<file path="config.mk">
export PLATFORM = sky130hd
export DESIGN_NAME = day_counter
export DESIGN_NICKNAME = d
export VERILOG_FILES = /design/src/rtl/day_counter.sv
export SDC_FILE = /design/constraint.sdc
export NUM_CORES = 1
export LEC_CHECK = 0
export CORE_UTILIZATION = 50
export CTS_BUF_LIST = sky130_fd_sc_hd__clkbuf_16
export CTS_CLUSTER_SIZE = 16
export DETAILED_ROUTE_END_ITERATION = 10
export PLACE_DENSITY_LB_ADDON = 0.05
export SLEW_MARGIN = 25
export SYNTH_ARGS = -nofsm -noshare
export SYNTH_HDL_FRONTEND = slang
export SYNTH_SLANG_ARGS = --single-unit
</file>
<file path="constraint.sdc">
create_clock -name clk_1Hz -period 2.7 [get_ports clk_1Hz]
set_input_delay 0.405 -clock clk_1Hz [delete_from_list [all_inputs] [get_ports clk_1Hz]]
set_output_delay 0.405 -clock clk_1Hz [all_outputs]
set_load 0.01 [all_outputs]
</file>
<file path="src/rtl/day_counter.sv">
// Day-of-month stage of a calendar chain: counts days on carry_in from the hour
// stage, supports manual up/down adjust, and clamps the day when the month shrinks.
module day_counter (
  input  logic        clk_1Hz,
  input  logic        rst_n,
  input  logic        en_1,
  input  logic        adjust,
  input  logic        up,
  input  logic        down,
  input  logic        carry_in,
  input  logic [3:0]  month_bin,
  input  logic [13:0] year_bin,
  output logic [4:0]  day_bin,
  output logic        carry_out
);

  logic       up_s1, up_s2, up_prev;
  logic       dn_s1, dn_s2, dn_prev;
  logic [1:0] arm_cnt;
  logic       leap;
  logic [4:0] dim;
  logic       up_p, down_p;
  logic       count_ev, adj_up, adj_dn, adj_both;
  logic [4:0] day_nxt;
  logic       carry_nxt;

  // Leap rule: divisible by 4 but not by 100, or divisible by 400 (year 0 is leap).
  always_comb begin
    leap = (((year_bin % 14'd4) == 14'd0) && ((year_bin % 14'd100) != 14'd0)) ||
           ((year_bin % 14'd400) == 14'd0);
  end

  always_comb begin
    dim = 5'd31;
    case (month_bin)
      4'd4, 4'd6, 4'd9, 4'd11: dim = 5'd30;
      4'd2:                    dim = leap ? 5'd29 : 5'd28;
      default:                 dim = 5'd31;
    endcase
  end

  // arm_cnt counts edges since reset release. Count events need one edge; button
  // pulses need the synchronizer and edge detector primed so a button held through
  // reset release is seen as a level, not a press.
  always_ff @(posedge clk_1Hz or negedge rst_n) begin
    if (!rst_n) begin
      up_s1   <= 1'b0;
      up_s2   <= 1'b0;
      up_prev <= 1'b0;
      dn_s1   <= 1'b0;
      dn_s2   <= 1'b0;
      dn_prev <= 1'b0;
      arm_cnt <= 2'd0;
    end else begin
      up_s1   <= up;
      up_s2   <= up_s1;
      up_prev <= up_s2;
      dn_s1   <= down;
      dn_s2   <= dn_s1;
      dn_prev <= dn_s2;
      if (arm_cnt != 2'd3) arm_cnt <= arm_cnt + 2'd1;
    end
  end

  always_comb begin
    up_p     = up_s2 & ~up_prev & (arm_cnt == 2'd3);
    down_p   = dn_s2 & ~dn_prev & (arm_cnt == 2'd3);
    count_ev = en_1 & carry_in & ~adjust & (arm_cnt != 2'd0);
    adj_up   = adjust & up_p & ~down_p;
    adj_dn   = adjust & down_p & ~up_p;
    adj_both = adjust & up_p & down_p;
  end

  // Priority: count event, adjust action, clamp, hold.
  always_comb begin
    day_nxt   = day_bin;
    carry_nxt = 1'b0;
    if (count_ev) begin
      if (day_bin >= dim) begin
        day_nxt   = 5'd1;
        carry_nxt = 1'b1;
      end else begin
        day_nxt = day_bin + 5'd1;
      end
    end else if (adj_up) begin
      day_nxt = (day_bin >= dim) ? 5'd1 : day_bin + 5'd1;
    end else if (adj_dn) begin
      day_nxt = ((day_bin == 5'd1) || (day_bin > dim)) ? dim : day_bin - 5'd1;
    end else if (adj_both) begin
      day_nxt = day_bin;
    end else if (day_bin > dim) begin
      day_nxt = dim;
    end
  end

  always_ff @(posedge clk_1Hz or negedge rst_n) begin
    if (!rst_n) begin
      day_bin   <= 5'd1;
      carry_out <= 1'b0;
    end else begin
      day_bin   <= day_nxt;
      carry_out <= carry_nxt;
    end
  end

endmodule

</file>
==> results of run 1 <==
## per-layer routing
| layer | GRT overflow | GRT usage (%) |
|---|---|---|
| met1 | 0 | 68.7 |
| met3 | 1 | 53.4 |
| met4 | 2 | 67.3 |
| met2 | 6 | 88.4 |
| met5 | 0 | 9.26 |
## synth_stat cells (3+ instances only)
library cell / count
a211oi_1: 3
a21oi_1: 21
a22oi_1: 3
a31oi_1: 7
and2_1: 7
buf_2: 9
buf_4: 4
clkbuf_1: 8
dfrtp_1: 13
ha_1: 7
inv_1: 13
maj3_1: 3
mux2_2: 4
mux2i_1: 4
nand2_1: 25
nand3_1: 15
nand4_1: 4
nand4b_1: 4
nor2_1: 33
nor2b_1: 3
nor3_1: 17
nor4_1: 3
o211a_1: 4
o211ai_1: 8
o21a_1: 3
o21ai_0: 24
o31a_1: 5
o41ai_1: 3
or2_2: 5
or3_1: 3
xnor2_1: 8
## timing repair
action / in CTS
setup buffers: 29
cloned: 0
pin swaps: 29
endpoints found under the setup margin: 6
gates resized for setup: 69
## kinds of logic after synthesis
group                      count (synthesis)  synth area share (%)
and+or+nand+nor                          143                  29.9
buffers and inverters                     36                  6.52
DFF                                       14                  13.6
adders and majority gates                 11                  5.07
muxes                                      8                  3.28
xor gates and xnor gates                  11                  4.30
AOI/OAI and AO/OA                        126                  37.4
## per-stage QoR
step	cell area [µm²]	std cells	setup WS [ns]	util, %
3_5_place_dp	3730	529	-3.77	77.0
3_3_place_gp	3730	529	-3.62	77.0
2_1_floorplan	2690	349	-2.87	-
4_1_cts	4170	561	-3.08	86.0
==> results.yml, run 1 <==
outcome:
  status: "stopped before the end"
  lastStage: "5_1_grt"
  error_line: "[ERROR GRT-0232] Routing congestion too high. Check the congestion heatmap in the GUI."
floorplanning:
  die_h_um: 74.0
  ios: 31
  die_w_um: 74.0
  start_util_pct: 53.5
  rows: 25
synth:
  synthArstFlopShare_pct: 100
  ys_types: 89
  ys_seq_area_share_pct: 13.6
  ys_ff_latch: 14
  yosys_most_used_dff: "dfrtp_1"
  syn_area_per_cell_um2: 7.43
  synthesis.instances: 349
  ys.warnings.count: 0
  syn_nets: 381
  yosys.area.top_type: "dfrtp_1"
  synth.top_cell.area_share_pct: 12.5
  synthesis.area_um2: 2590
  synth_area_leaders: "dfrtp_1, nor2_1, o21ai_0"
  synth_enable_flop_cells: 0
clocking:
  clockBufferDepth: 2
  cts_hold_buf: 0
  root_buffer: "clkbuf_16"
  h-tree-depth: 1
  cts_sinks: 14
  cts_inserted_buffers: 3
sta:
  worst_endpoint_kind: "register input"
  crit_endpoint: "day_bin[3]$_DFFE_PN0P_/D"
global_route:
  grt_usage_pct: 69.0
  gr-total-overflow: 9
  grt_max_degree: 22
placement:
  dpl.hpwl_mm: 6.40
  numPortBuffers: 30
  gp_congestion: 0.965
==> run 2, diff against run 1 <==
==> config.mk (replaced) <==
export PLATFORM = sky130hd
export DESIGN_NAME = day_counter
export DESIGN_NICKNAME = d
export VERILOG_FILES = /design/src/rtl/day_counter.sv
export SDC_FILE = /design/constraint.sdc
export NUM_CORES = 1
export LEC_CHECK = 0
export CORE_UTILIZATION = 35
export DETAILED_ROUTE_END_ITERATION = 10
export PLACE_DENSITY_LB_ADDON = 0.15
export SLEW_MARGIN = 25
export SYNTH_ARGS = -nofsm -noshare
export SYNTH_HDL_FRONTEND = slang
export SYNTH_SLANG_ARGS = --single-unit
==> results.yml, run 2 <==
synth:
  ys_seq_area_share_pct: 13.6
  synthesis.area_um2: 2590
  yosys_most_used_dff: "dfrtp_1"
  synthTopCellsByCount: "nor2_1, nand2_1, o21ai_0"
  synthesis.instances: 349
  synth_area_leaders: "dfrtp_1, nor2_1, o21ai_0"
  synth_enable_flop_cells: 0
  syn_area_per_cell_um2: 7.43
  ys_types: 89
  synth.top_cell.area_share_pct: 12.5
  ys_ff_latch: 14
  synthArstFlopShare_pct: 100
  synth_most_common_cell: "nor2_1"
  yosys.area.top_type: "dfrtp_1"
  ys.warnings.count: 0
  syn_nets: 381
sta:
  relSlewSlack_pct: 57.7
  slew_viol_final: 0
  min_period_ns: 5.74
  period_share_pct: 213
  setup_violations: 6
  skew_ns: 0.00378
  timing.fmax_mhz: 174
  tightest_slew_ns: 0.632
  finalHoldViolations: 0
  rsz0062_at_grt: "yes"
  worst_slack_ns: -3.04
global_route:
  grt_usage_pct: 21.3
  gr-total-overflow: 0
  grt_pass1_vias: 3006
  antenna_found_initial: 0
  grt_max_degree: 26
  grt_pass1_wl_mm: 13.6
power_and_ir_drop:
  finalPower_mw: 2.28
  leakagePower_nw: 1.79
  power.density_nw_per_um2: 536
  vdd_drop_max_uv: 539
clocking:
  cts_hold_buf: 0
  cts.clk_slew.worst_paths_ns: 0.06
  clockBufferDepth: 2
  cts_inserted_buffers: 3
  clock_latency_ns: 0.24
  h-tree-depth: 1
  cts_sinks: 14
  root_buffer: "clkbuf_8"
  cts_tree: "yes"
finish:
  area_growth_pct: 64.1
  regMostFlops: "day_bin"
  multi_input_comb_area_um2: 2380
  largest_register_ffs: 5
  drive_above_1_share_pct: 44.0
  final_nets: 517
  fillers: 662
  final_common_cell: "buf_4"
  reg_top3: "day_bin x5, arm_cnt x2"
  antennaDiodeCount: 0
  final_cell_mix: "buf_4, nor2_1, nand2_1"
  post-route-util_pct: 59.0
  final-seq-area_um2: 352
worst_hold_path:
  whs_endpoint: "up_s2"
  min_from: "up_s1"
  hold_class: "flop to flop"
  holdPathStages: 0
placement:
  dpl.hpwl_mm: 6.05
  gp_congestion: 0.873
  numPortBuffers: 30
critical_path:
  critPathCaptureType: "flop"
  rr_startpoint: "day_bin[0]"
  cpMaxStageDelayCell: "or4_4"
  cp_data_arrival_time_ns: 5.87
  cp_top_family: "compound AO/OA/AOI/OAI gates"
  critPathBufInv: 5
  cp.required_ns: 2.83
  path_class: "primary input to flop"
  worstPathMaxFanout: 5
  reg2reg_setup_slack_ns: 0.51
  start_kind: "primary input"
  slowest_delay_ns: 0.56
  crit-reg2reg-capture: "day_bin[1]"
  r2r_cells: 10
  crit_path_frequent_cell: "buf_6"
floorplanning:
  die_w_um: 88.1
  die_h_um: 88.1
  start_util_pct: 35.9
  die_area_um2: 7760
  rows: 31
  ios: 31
  coreArea_um2: 7210
outcome:
  violations: "negative setup slack"
  status: "finished with violations"
routing:
  routedWlPerCell_um: 14.3
  viasPerCell: 5.54
  drt_first_pass_iters: 4
  drtIter0Drc: 122
  drc: 0
  ant_nets: 0
  vias: 3230
  drt_wl_total_mm: 8.34
job:
  max_cap_violations: 0
[run 2: cell type report]
type                       count  area share, %
inverter                      13           1.15
timing repair buffer         154           30.5
sequential                    14           8.26
clock buffer                   4           1.29
tap                           99           2.91
multi-input combinational    299           55.9
[run 2: cell families (layout without fill, tap and decap cells)]
kind of cell / after synthesis / count (layout) / share of synthesized area (%)
xor+xnor: 11 / 11 / 4.30
mux: 8 / 8 / 3.28
simple gates: 143 / 143 / 29.9
compound gates: 126 / 126 / 37.4
buf+inv: 36 / 171 / 6.52
flops: 14 / 14 / 13.6
fa+ha+maj: 11 / 11 / 5.07
[run 2: per-layer routing]
layer	up-vias	global-route usage, %	routed length, µm
li1	1612	-	-
met1	1527	29.2	3890
met2	79	37.2	4060
met3	12	0.848	227
met4	0	4.69	159
met5	-	0	0
[run 2: power breakdown]
| part | leakage (nW) | internal (mW) | total [mW] | switching (mW) |
|---|---|---|---|---|
| logic | 1.60 | 0.889 | 1.74 | 0.848 |
| registers | 0.160 | 0.258 | 0.341 | 0.0827 |
| clock network | 0.0288 | 0.129 | 0.203 | 0.0742 |
| total | 1.79 | 1.28 | 2.28 | 1.01 |
[run 2: repair_timing]
item,CTS,global route
setup endpoints to repair,6,6
cloned,2,0
gates resized for setup,71,39
setup buffers,17,10
pin swaps,26,41
[run 2: metrics by stage]
stage | setup slack (ns) | cell area [µm²] | hold WS (ns) | setup TNS (ns) | cells
after CTS | -3.10 | 4010 | 0.349 | -18.08 | 573
final | -3.04 | 4260 | 0.347 | -17.69 | 583
after global placement | -3.61 | 3690 | 0.332 | -20.83 | 550
after floorplan | -2.87 | 2690 | 0.109 | -16.27 | 349
after global routing | -3.26 | 4260 | 0.358 | -19.05 | 583
after detailed placement | -3.75 | 3690 | 0.336 | -21.68 | 550
[run 2: worst max-delay path by stage]
stage                 start    endpoint  slack (ns)  cells past startpoint
6_report        year_bin[9]  day_bin[1]       -3.04                     27
3_5_place_dp    year_bin[8]  day_bin[3]       -3.75                     29
2_1_floorplan  year_bin[10]  day_bin[3]       -2.87                     26
3_3_place_gp   year_bin[10]  day_bin[3]       -3.61                     29
5_1_grt        year_bin[10]  day_bin[3]       -3.26                     30
4_1_cts         year_bin[9]  day_bin[1]       -3.10                     27
Power figures use the tool's default switching activity.
